--- src/rtl/stv_edac_pkg.sv ---
// Shared EDAC types: scrubber FSM states, syndrome classes and the Hsiao column generator.
// The column function is elaboration-time only; all callers feed it constant arguments.
// Columns are odd-weight (>= 3) vectors taken in ascending numeric order.
package stv_edac_pkg;

  typedef enum logic [2:0] {
    IDLE,
    RD_REQ,
    RD_WAIT,
    CHECK,
    WR_REQ,
    NEXT
  } scrub_state_e;

  typedef enum logic [1:0] {
    CLEAN,
    CE_DATA,
    CE_PARITY,
    UE
  } syn_class_e;

  localparam int HSIAO_PMAX = 16;

  // Return the parity column assigned to data bit col_idx. Weight-1 vectors
  // are reserved for the parity bits themselves, so data columns start at weight 3.
  function automatic logic [HSIAO_PMAX-1:0] hsiao_col(input int col_idx, input int pwidth);
    logic [HSIAO_PMAX-1:0] col;
    int found;
    int w;
    logic done;
    col   = '0;
    found = 0;
    done  = 1'b0;
    for (int v = 1; v < (1 << pwidth); v++) begin
      w = 0;
      for (int b = 0; b < pwidth; b++) begin
        w += (v >> b) & 1;
      end
      if (!done && (w >= 3) && ((w % 2) == 1)) begin
        if (found == col_idx) begin
          col  = HSIAO_PMAX'(v);
          done = 1'b1;
        end
        found++;
      end
    end
    return col;
  endfunction

endpackage

--- src/rtl/stv_hsiao.sv ---
// Hsiao parity generator: parity = XOR of the columns of every set data bit.
// Purely combinational, no latency.
// No handshake; output follows the input.
module stv_hsiao
  import stv_edac_pkg::*;
#(
  parameter int DWIDTH = 32,
  parameter int PWIDTH = 7
) (
  input  logic [DWIDTH-1:0] data_i,
  output logic [PWIDTH-1:0] parity_o
);

  logic [PWIDTH-1:0] col [DWIDTH];

  for (genvar m = 0; m < DWIDTH; m++) begin : g_col
    localparam logic [HSIAO_PMAX-1:0] COL_FULL = hsiao_col(m, PWIDTH);
    assign col[m] = COL_FULL[PWIDTH-1:0];
  end

  // Accumulate the column of each set data bit.
  always_comb begin
    parity_o = '0;
    for (int m = 0; m < DWIDTH; m++) begin
      if (data_i[m]) begin
        parity_o = parity_o ^ col[m];
      end
    end
  end

endmodule

--- src/rtl/stv_hsiao_decode.sv ---
// Hsiao SECDED decoder: classifies a stored codeword and builds its corrected form.
// Purely combinational, no latency.
// No handshake; output follows the input codeword.
module stv_hsiao_decode
  import stv_edac_pkg::*;
#(
  parameter int DWIDTH = 32,
  parameter int PWIDTH = 7
) (
  input  logic [DWIDTH+PWIDTH-1:0]         cw_i,
  output syn_class_e                       syn_class_o,
  output logic [$clog2(DWIDTH+PWIDTH)-1:0] bit_idx_o,
  output logic [DWIDTH+PWIDTH-1:0]         cw_fix_o
);

  localparam int CWIDTH = DWIDTH + PWIDTH;
  localparam int IDXW   = $clog2(CWIDTH);

  logic [DWIDTH-1:0] data;
  logic [DWIDTH-1:0] fix_data;
  logic [DWIDTH-1:0] hit_mask;
  logic [PWIDTH-1:0] par;
  logic [PWIDTH-1:0] par_calc;
  logic [PWIDTH-1:0] syn;
  logic [PWIDTH-1:0] fix_par;
  logic [PWIDTH-1:0] col [DWIDTH];

  assign data = cw_i[DWIDTH-1:0];
  assign par  = cw_i[CWIDTH-1:DWIDTH];

  stv_hsiao #(.DWIDTH(DWIDTH), .PWIDTH(PWIDTH)) u_hsiao_rx (
    .data_i   (data),
    .parity_o (par_calc)
  );

  assign syn = par ^ par_calc;

  // Columns are distinct, so hit_mask is either zero or one-hot and can flip the bad bit directly.
  for (genvar m = 0; m < DWIDTH; m++) begin : g_col
    localparam logic [HSIAO_PMAX-1:0] COL_FULL = hsiao_col(m, PWIDTH);
    assign col[m]      = COL_FULL[PWIDTH-1:0];
    assign hit_mask[m] = (syn == col[m]);
  end

  assign fix_data = data ^ hit_mask;

  // Parity is always regenerated, which also repairs a single parity-bit error.
  stv_hsiao #(.DWIDTH(DWIDTH), .PWIDTH(PWIDTH)) u_hsiao_fix (
    .data_i   (fix_data),
    .parity_o (fix_par)
  );

  assign cw_fix_o = {fix_par, fix_data};

  // Classify the syndrome and report which codeword bit was in error.
  always_comb begin
    syn_class_o = CLEAN;
    bit_idx_o   = '0;
    if (syn == '0) begin
      syn_class_o = CLEAN;
    end else if (|hit_mask) begin
      syn_class_o = CE_DATA;
      for (int m = 0; m < DWIDTH; m++) begin
        if (hit_mask[m]) begin
          bit_idx_o = IDXW'(m);
        end
      end
    end else if ($onehot(syn)) begin
      syn_class_o = CE_PARITY;
      for (int p = 0; p < PWIDTH; p++) begin
        if (syn[p]) begin
          bit_idx_o = IDXW'(DWIDTH + p);
        end
      end
    end else begin
      syn_class_o = UE;
    end
  end

endmodule

--- src/rtl/stv_ecc_scrubber.sv ---
// Background SECDED scrubber: reads every word, writes back single-bit fixes, flags uncorrectables.
// Per word: INTERVAL idle cycles + 4 (clean/UE) or 5 (CE) with immediate grant and 1-cycle rvalid.
// Requests hold address/we stable until mem_gnt; never withdrawn before grant except by reset.
module stv_ecc_scrubber
  import stv_edac_pkg::*;
#(
  parameter int DWIDTH   = 32,
  parameter int PWIDTH   = 7,
  parameter int DEPTH    = 1024,
  parameter int INTERVAL = 256
) (
  input  logic                       clk,
  input  logic                       rst,
  input  logic                       enable,
  output logic                       mem_req,
  input  logic                       mem_gnt,
  output logic                       mem_we,
  output logic [$clog2(DEPTH)-1:0]   mem_addr,
  output logic [DWIDTH+PWIDTH-1:0]   mem_wdata,
  input  logic                       mem_rvalid,
  input  logic [DWIDTH+PWIDTH-1:0]   mem_rdata,
  output logic                       ce_pulse,
  output logic                       ue_pulse,
  output logic [$clog2(DEPTH)-1:0]   err_addr,
  output logic [15:0]                ce_count,
  output logic [15:0]                ue_count,
  output logic                       sweep_done
);

  localparam int AWIDTH = $clog2(DEPTH);
  localparam int CWIDTH = DWIDTH + PWIDTH;
  localparam int IDXW   = $clog2(CWIDTH);
  localparam int TWIDTH = $clog2(INTERVAL + 1);
  localparam logic [AWIDTH-1:0] LAST_ADDR = AWIDTH'(DEPTH - 1);
  localparam logic [TWIDTH-1:0] TIMER_END = TWIDTH'(INTERVAL - 1);

  if (PWIDTH < 1 + $clog2(DWIDTH + PWIDTH)) begin : g_bad_pwidth
    $error("stv_ecc_scrubber: PWIDTH too small for SECDED over DWIDTH+PWIDTH bits");
  end
  if (INTERVAL < 1) begin : g_bad_interval
    $error("stv_ecc_scrubber: INTERVAL must be at least 1");
  end

  scrub_state_e      state_q;
  logic [AWIDTH-1:0] addr_q;
  logic [AWIDTH-1:0] addr_d;
  logic [TWIDTH-1:0] timer_q;
  logic [CWIDTH-1:0] cw_q;
  logic              req_q;
  logic              we_q;
  logic [CWIDTH-1:0] wdata_q;
  logic              ce_pulse_q;
  logic              ue_pulse_q;
  logic [AWIDTH-1:0] err_addr_q;
  logic [15:0]       ce_count_q;
  logic [15:0]       ce_count_d;
  logic [15:0]       ue_count_q;
  logic [15:0]       ue_count_d;
  logic              sweep_done_q;

  syn_class_e        dec_class;
  logic [IDXW-1:0]   dec_idx_unused;
  logic [CWIDTH-1:0] dec_cw_fix;

  // Decode runs off the registered codeword so CHECK is a single clean cycle.
  stv_hsiao_decode #(.DWIDTH(DWIDTH), .PWIDTH(PWIDTH)) u_decode (
    .cw_i        (cw_q),
    .syn_class_o (dec_class),
    .bit_idx_o   (dec_idx_unused),
    .cw_fix_o    (dec_cw_fix)
  );

  assign addr_d     = (addr_q == LAST_ADDR) ? '0 : addr_q + 1'b1;
  assign ce_count_d = (ce_count_q == 16'hFFFF) ? ce_count_q : ce_count_q + 16'd1;
  assign ue_count_d = (ue_count_q == 16'hFFFF) ? ue_count_q : ue_count_q + 16'd1;

  assign mem_req    = req_q;
  assign mem_we     = we_q;
  assign mem_addr   = addr_q;
  assign mem_wdata  = wdata_q;
  assign ce_pulse   = ce_pulse_q;
  assign ue_pulse   = ue_pulse_q;
  assign err_addr   = err_addr_q;
  assign ce_count   = ce_count_q;
  assign ue_count   = ue_count_q;
  assign sweep_done = sweep_done_q;

  // Scrub FSM with registered request, write data, pulses and counters.
  always_ff @(posedge clk) begin
    if (rst) begin
      state_q      <= IDLE;
      addr_q       <= '0;
      timer_q      <= '0;
      cw_q         <= '0;
      req_q        <= 1'b0;
      we_q         <= 1'b0;
      wdata_q      <= '0;
      ce_pulse_q   <= 1'b0;
      ue_pulse_q   <= 1'b0;
      err_addr_q   <= '0;
      ce_count_q   <= '0;
      ue_count_q   <= '0;
      sweep_done_q <= 1'b0;
    end else begin
      ce_pulse_q   <= 1'b0;
      ue_pulse_q   <= 1'b0;
      sweep_done_q <= 1'b0;
      case (state_q)
        IDLE: begin
          if (!enable) begin
            timer_q <= '0;
          end else if (timer_q == TIMER_END) begin
            timer_q <= '0;
            req_q   <= 1'b1;
            we_q    <= 1'b0;
            state_q <= RD_REQ;
          end else begin
            timer_q <= timer_q + 1'b1;
          end
        end
        RD_REQ: begin
          if (mem_gnt) begin
            req_q   <= 1'b0;
            state_q <= RD_WAIT;
          end
        end
        RD_WAIT: begin
          if (mem_rvalid) begin
            cw_q    <= mem_rdata;
            state_q <= CHECK;
          end
        end
        CHECK: begin
          case (dec_class)
            CLEAN: begin
              state_q <= NEXT;
            end
            CE_DATA, CE_PARITY: begin
              ce_pulse_q <= 1'b1;
              ce_count_q <= ce_count_d;
              err_addr_q <= addr_q;
              wdata_q    <= dec_cw_fix;
              req_q      <= 1'b1;
              we_q       <= 1'b1;
              state_q    <= WR_REQ;
            end
            default: begin
              ue_pulse_q <= 1'b1;
              ue_count_q <= ue_count_d;
              err_addr_q <= addr_q;
              state_q    <= NEXT;
            end
          endcase
        end
        WR_REQ: begin
          if (mem_gnt) begin
            req_q   <= 1'b0;
            we_q    <= 1'b0;
            state_q <= NEXT;
          end
        end
        NEXT: begin
          addr_q       <= addr_d;
          sweep_done_q <= (addr_q == LAST_ADDR);
          state_q      <= IDLE;
        end
        default: begin
          state_q <= IDLE;
        end
      endcase
    end
  end

endmodule

--- config.mk ---
export PLATFORM = sky130hd
export DESIGN_NAME = stv_ecc_scrubber
export DESIGN_NICKNAME = d
export VERILOG_FILES = /design/src/rtl/stv_edac_pkg.sv /design/src/rtl/stv_hsiao.sv /design/src/rtl/stv_hsiao_decode.sv /design/src/rtl/stv_ecc_scrubber.sv
export SDC_FILE = /design/constraint.sdc
export NUM_CORES = 1
export LEC_CHECK = 0
export CORE_UTILIZATION = 50
export CTS_CLUSTER_DIAMETER = 60
export DETAILED_ROUTE_END_ITERATION = 6
export PLACE_DENSITY = 0.79
export SLEW_MARGIN = 25
export SYNTH_ARGS = -nofsm -noshare
export SYNTH_HDL_FRONTEND = slang
export SYNTH_SLANG_ARGS = --single-unit
--- constraint.sdc ---
create_clock -name clk -period 6.8 [get_ports clk]
set_input_delay 1.7 -clock clk [delete_from_list [all_inputs] [get_ports clk]]
set_output_delay 1.7 -clock clk [all_outputs]
set_load 0.01 [all_outputs]
==> impl_metrics.json, run 1 <==
{
  "area_growth_pct": 24.29,
  "p_per_area_nw_per_um2": 357.5,
  "synth_area_per_cell_um2": 8.462,
  "synthTopCellsByArea": "dfxtp_1, xnor2_1, xor2_1",
  "start_kind": "flop",
  "fin_skew_ns": 0.01525,
  "synth_top_area_share_pct": 35.52,
  "reg2reg_depth": 21,
  "slew_headroom_pct": 49.03,
  "yosysTopAreaCell": "dfxtp_1",
  "clk_pin_slew_ns": 0.06,
  "synth_most_common_cell": "dfxtp_1",
  "root_buffer": "clkbuf_16",
  "maxCapViolCount": 0,
  "placed_area_um2": 9722,
  "core_area_um2": 16060,
  "grt_pass1_vias": 6318,
  "yosysWarnings": 0,
  "finalSetupViolCount": 0,
  "htreeDepth": 4,
  "clock_latency_ns": 0.43,
  "io_pins": 140,
  "critical_path_required_ns": 7.13,
  "p_comb_share_pct": 48.2,
  "rows": 46,
  "crit-reg2reg-launch": "cw_q[10]$_SDFFE_PP0P_",
  "rsz0062_at_grt": "no",
  "synth_cells": 979,
  "routed_wl_um": 20980,
  "vias": 6970,
  "power.internal_mw": 2.205,
  "endpoint_kind": "flop",
  "track_usage_pct": 25.19,
  "fmax_ghz": 0.1757,
  "crit_start": "cw_q[10]$_SDFFE_PP0P_",
  "antenna_found_initial": 0,
  "synth_edf_count": 0,
  "async_reset_ff_share_pct": 0,
  "netlist_area_um2": 8284,
  "crit_slowest_cell": "buf_4",
  "cts_setup_buffers": 0,
  "drive_gt1_share_pct": 5.311,
  "fin_area_um2": 10300,
  "crit_end": "mem_req$_SDFFE_PP0P_",
  "setup_tns_ns": 0,
  "tightest_slew_ns": 0.7646,
  "die_x_um": 130.7,
  "yosys-top-cells-count": "dfxtp_1, nand2_1, xnor2_1",
  "switching_share_pct": 40.10,
  "r2r_end": "mem_req$_SDFFE_PP0P_",
  "cts_tree": "built",
  "finalCritPeriodShare_pct": 83.71,
  "synth_fp_nets": 1046,
  "cpMostUsedCell": "xnor2_1",
  "grt_overflow": 0,
  "layout_min_cycle_time_ns": 5.692,
  "hold_class": "reg2reg",
  "ys_seq_area_share_pct": 35.52,
  "port_buffers": 139,
  "p_leak_nw": 3.671,
  "die_h_um": 130.7,
  "final_core_util_pct": 64.12,
  "cts.sinks": 147,
  "critPathMaxStageDelay_ns": 0.57,
  "post_drt_wl_per_cell_um": 16.04,
  "dieArea_um2": 17090,
  "power.total_mw": 3.681,
  "synthDistinctLibCells": 58,
  "grt_pass1_wl_um": 32920,
  "ant_nets": 0,
  "postCtsResizedCells": 0,
  "cts_made_buffers": 17,
  "cts_max_path_buffers": 2,
  "ir_drop_v": 0.0002910,
  "rrSetupSlack_ns": 1.11,
  "dp.final_hpwl_um": 15590,
  "synth_seq_cells": 147,
  "switching_power_mw": 1.476,
  "grt_max_degree": 78,
  "cp_max_fo": 77,
  "cts_hold_buf": 0,
  "start_util_pct": 51.59,
  "path_class": "reg2reg",
  "pwr-share-clk_pct": 24.6,
  "hold_violations": 0,
  "fillers": 1366,
  "arrival_ns": 6.02,
  "synth-main-ff-cell": "dfxtp_1",
  "gp_congestion": 0.9410,
  "diodes": 0,
  "nNetsFinal": 1146,
  "drt-pass1-iter-count": 5,
  "outcome": "complete, no violations",
  "drt-initial-drc-count": 313,
  "vias_per_cell": 5.329,
  "drv_slew": 0,
  "p_seq_share_pct": 27.3,
  "cp_cell_sequence": "xnor2_1, xnor2_1, xnor2_1, xnor2_1, xor2_1, inv_1, ha_1, ha_1, inv_1, a41oi_1, a2111oi_0, a31oi_1, nor2_1, nand2_1, o21a_1, ha_1, and3_2, buf_4, o21bai_1, a21oi_1, a311oi_1",
  "drc": 0
}
==> per-stage QoR <==
stage | hold slack, ns | cells | worst slack [ns]
after global placement | 0.4458 | 1276 | 1.384
after detailed placement | 0.4494 | 1276 | 1.166
final | 0.4597 | 1308 | 1.108
after floorplan | 0.4478 | 979 | 2.037
after CTS | 0.4592 | 1308 | 1.174
after global routing | 0.4800 | 1308 | 0.7896
==> cell type report <==
cell class | count | area (um^2) | area share (%)
multi-input combinational | 750 | 5015 | 48.71
sequential | 147 | 2943 | 28.58
timing repair buffer | 143 | 1419 | 13.78
clock buffer | 17 | 425.4 | 4.132
tap | 216 | 270.3 | 2.625
clock inverter | 15 | 148.9 | 1.446
inverter | 20 | 75.07 | 0.7291
==> cell families (layout without fill, tap and decap cells) <==
| logic type | count (synthesis) | count (layout) | synth area share (%) |
|---|---|---|---|
| simple gates | 366 | 366 | 19.74 |
| xor+xnor | 211 | 211 | 25.72 |
| compound gates | 147 | 147 | 10.87 |
| flops | 147 | 147 | 35.52 |
| buf+inv | 82 | 195 | 4.032 |
| fa+ha+maj | 24 | 24 | 3.867 |
| mux | 2 | 2 | 0.2417 |
==> worst max-delay path, delay by kind of cell (launching register included) <==
| kind | cells | cell delay, ns |
|---|---|---|
| XOR/XNOR | 5 | 1.25 |
| flip-flops | 1 | 0.37 |
| AO/OA/AOI/OAI | 7 | 1.62 |
| AND/OR/NAND/NOR | 3 | 0.47 |
| buffers and inverters | 3 | 0.83 |
| adder cells (fa/ha/maj) | 3 | 1.03 |
==> layer usage <==
| layer | share of wire, % | global-route usage (%) | vias to the layer above |
|---|---|---|---|
| met1 | 47 | 35.45 | 3231 |
| met2 | 45 | 38.16 | 239 |
| li1 | - | - | 3469 |
| met4 | 2.0 | 8.249 | 0 |
| met5 | 0 | 0 | - |
| met3 | 6.2 | 5.537 | 31 |
==> sequential cells by signal (all words and copies together) (netlist names), 3 cells and up <==
name       flops
ue_count      16
cw_q          39
err_addr      10
mem_wdata     39
ce_count      16
timer_q        9
mem_addr      10
state_q        3
==> power groups by stage <==
stage	registers, mW	logic, mW	clock network (mW)
floorplan	1.02	1.28	0
global placement	1.02	1.74	0
detailed placement	1.02	1.75	0
CTS	1.00	1.77	0.917
global route	1.01	1.95	0.952
finish	1.00	1.77	0.904
==> worst min path at each step <==
stage	start	end	slack, ns	cells past startpoint
2_1_floorplan	cw_q[32]$_SDFFE_PP0P_	cw_q[32]$_SDFFE_PP0P_	0.45	2
3_3_place_gp	err_addr[2]$_SDFFE_PP0P_	err_addr[2]$_SDFFE_PP0P_	0.45	2
3_5_place_dp	err_addr[2]$_SDFFE_PP0P_	err_addr[2]$_SDFFE_PP0P_	0.45	2
4_1_cts	err_addr[2]$_SDFFE_PP0P_	err_addr[2]$_SDFFE_PP0P_	0.46	2
5_1_grt	err_addr[2]$_SDFFE_PP0P_	err_addr[2]$_SDFFE_PP0P_	0.48	2
6_report	err_addr[2]$_SDFFE_PP0P_	err_addr[2]$_SDFFE_PP0P_	0.46	2
==> placed cells by master, fill, tap and decap left out, types with 3 or more instances in the layout <==
cell / n
xnor2_2: 4
buf_4: 5
a21oi_1: 71
or3_1: 3
clkinv_4: 4
nor3_1: 15
a211oi_1: 35
xnor2_1: 112
xor2_2: 3
nor3b_1: 5
or2_2: 3
clkbuf_16: 17
inv_6: 3
o21ai_0: 17
clkinvlp_4: 4
fa_1: 3
a311oi_1: 3
inv_1: 19
a22oi_1: 3
nand4_1: 28
nand2_1: 146
a22o_1: 3
and2_1: 7
nand3_1: 22
and3_1: 8
nor2b_1: 4
clkdlybuf4s50_1: 138
xor2_1: 76
dfxtp_1: 147
xnor3_1: 12
nor2_1: 110
ha_1: 20
Power figures use the tool's default switching activity.
==> run 2, diff against run 1 <==
Clock period 6.8 ns to 5.5 ns, I/O delays scaled along.
==> run 2 against run 1 <==
Net effect:
- final area rose by 1.5%
- critical endpoint is now ce_count[13]$_SDFFE_PP0P_
- sequential share of layout area fell by 0.41 points
- clock skew down 0.0055 ns
- largest cell class unchanged
- non-clock buffer count rose by 14
- clock power grew 24%
- highest routed layer unchanged
- critical path depth grew 1
- clock-buffer cell count up 2
- utilization up 0.95 points
- first-iteration DRC count is 32% higher
- setup slack got worse by 0.76 ns
- via count grew 0.19%
- die area stayed put
==> impl_metrics.json, run 2 (synthesis gave the netlist of run 1 again) <==
{
  "power.total_mw": 4.589,
  "grt_pass1_wl_um": 32900,
  "path_class": "reg2reg",
  "p_per_area_nw_per_um2": 439.2,
  "grt-busiest-layer": "met2",
  "grt_max_degree": 99,
  "start_kind": "flop",
  "nNetsFinal": 1160,
  "fmax_ghz": 0.1940,
  "mostFrequentLayoutCells": "nand2_1, dfxtp_1, clkdlybuf4s50_1",
  "antenna_found_initial": 0,
  "critical_path_required_ns": 5.78,
  "cts_max_path_buffers": 2,
  "cts_setup_buffers": 0,
  "start_util_pct": 51.59,
  "use_met3_pct": 5.334,
  "grtUsageMet2_pct": 38.66,
  "crit-reg2reg-launch": "cw_q[12]$_SDFFE_PP0P_",
  "vias": 6983,
  "gr-usage-met1_pct": 34.88,
  "die_x_um": 130.7,
  "ir_drop_v": 0.0003315,
  "cts_made_buffers": 17,
  "port_buffers": 139,
  "track_usage_pct": 25.23,
  "dp.final_hpwl_um": 15400,
  "tightest_slew_ns": 1.022,
  "holdWs_ns": 0.4544,
  "final_core_util_pct": 65.07,
  "root_buffer": "clkbuf_16",
  "post_drt_wl_per_cell_um": 15.74,
  "routed_wl_um": 20810,
  "fin_skew_ns": 0.009757,
  "dieArea_um2": 17090,
  "finalCritPeriodShare_pct": 93.72,
  "rows": 46,
  "cts_hold_buf": 0,
  "dp.cells": 1290,
  "finalSetupViolCount": 0,
  "cp_max_fo": 6,
  "cts.sinks": 147,
  "arrival_ns": 5.44,
  "p_leak_nw": 3.759,
  "layout_min_cycle_time_ns": 5.155,
  "clk_pin_slew_ns": 0.07,
  "grt_pass1_vias": 6381,
  "cts_tree": "built",
  "drv_slew": 0,
  "final_cells": 1322,
  "crit_start": "cw_q[12]$_SDFFE_PP0P_",
  "outcome": "complete, no violations",
  "vias_per_cell": 5.282,
  "ant_nets": 0,
  "maxCapViolCount": 0,
  "slew_headroom_pct": 31.84,
  "drc": 0,
  "diodes": 0,
  "core_area_um2": 16060,
  "hold_violations": 0,
  "drive_gt1_share_pct": 7.143,
  "min_from": "err_addr[7]$_SDFFE_PP0P_",
  "clock_latency_ns": 0.43,
  "gp_congestion": 1.059,
  "die_h_um": 130.7,
  "area_growth_pct": 26.13,
  "drt-initial-drc-count": 412,
  "io_pins": 140,
  "endpoint_kind": "flop",
  "grt_overflow": 0,
  "hold_class": "reg2reg",
  "setup_tns_ns": 0,
  "htreeDepth": 4,
  "drt-pass1-iter-count": 5,
  "rsz0062_at_grt": "no"
}
## run 2: cell types whose count changed in the layout (fill, tap and decap cells not counted), moves of 2 or more
cell and change:
inv_8 -2, xnor2_2 +3, clkbuf_8 +2, xnor2_1 -3, ha_1 -2, ha_2 +2
clkinvlp_4 -3, clkinv_2 +2, buf_4 +13
## run 2: layout make-up
type                       instances  area [um^2]
clock buffer                      19        452.9
clock inverter                    13        122.6
fill                            1337         5609
inverter                          20        75.07
multi-input combinational        750         5047
sequential                       147         2944
tap                              216        270.3
timing repair buffer             157         1536
## run 2: per-layer routing
metal,wire length (um),share of wire [%]
met1,9642,46
met4,414,2.0
met5,0,0
met2,9335,45
met3,1412,6.8
## run 2: critical path, cell delays in order, from the launching register on
cell       delay, ns
dfxtp_1         0.51
xor2_1          0.30
xnor2_1         0.20
xnor2_1         0.17
xnor2_1         0.12
xnor2_1         0.30
inv_1           0.11
ha_1            0.32
ha_1            0.27
inv_1           0.15
a41oi_1         0.13
a2111oi_0       0.41
a31oi_1         0.15
nor2_1          0.16
nand2_1         0.06
o21a_1          0.20
ha_1            0.30
and3_2          0.22
nand4_1         0.16
or2_2           0.37
nor3_1          0.19
xnor2_1         0.14
nor2_1          0.05
## run 2: path summary, 6_finish.rpt
check	to	slack [ns]	cells after the start
hold / removal	err_addr[7]$_SDFFE_PP0P_	0.45	2
hold reg to reg	err_addr[7]$_SDFFE_PP0P_	0.45	2
setup reg to reg	ce_count[13]$_SDFFE_PP0P_	0.35	22
setup / recovery	ce_count[13]$_SDFFE_PP0P_	0.35	22
## run 2: repair_timing
item / 4_1_cts / 5_1_grt
endpoints found under the hold margin: 0 / 0
setup endpoints to repair: 0 / 35
gates resized for setup: 0 / 11
## run 2: where the power goes
group | internal, mW | switching (mW) | total (mW)
registers | 1.15 | 0.0817 | 1.24
clock network | 0.651 | 0.469 | 1.12
logic | 0.970 | 1.26 | 2.23
## run 2: per-stage QoR
| step | cell area [um^2] | setup WS (ns) |
|---|---|---|
| finish | 10450 | 0.3452 |
| floorplan | 8284 | 0.7371 |
| global placement | 9827 | 0.3246 |
| CTS | 10400 | 0.04878 |
| global route | 10450 | 0.03010 |
| detailed placement | 9827 | 0.1415 |
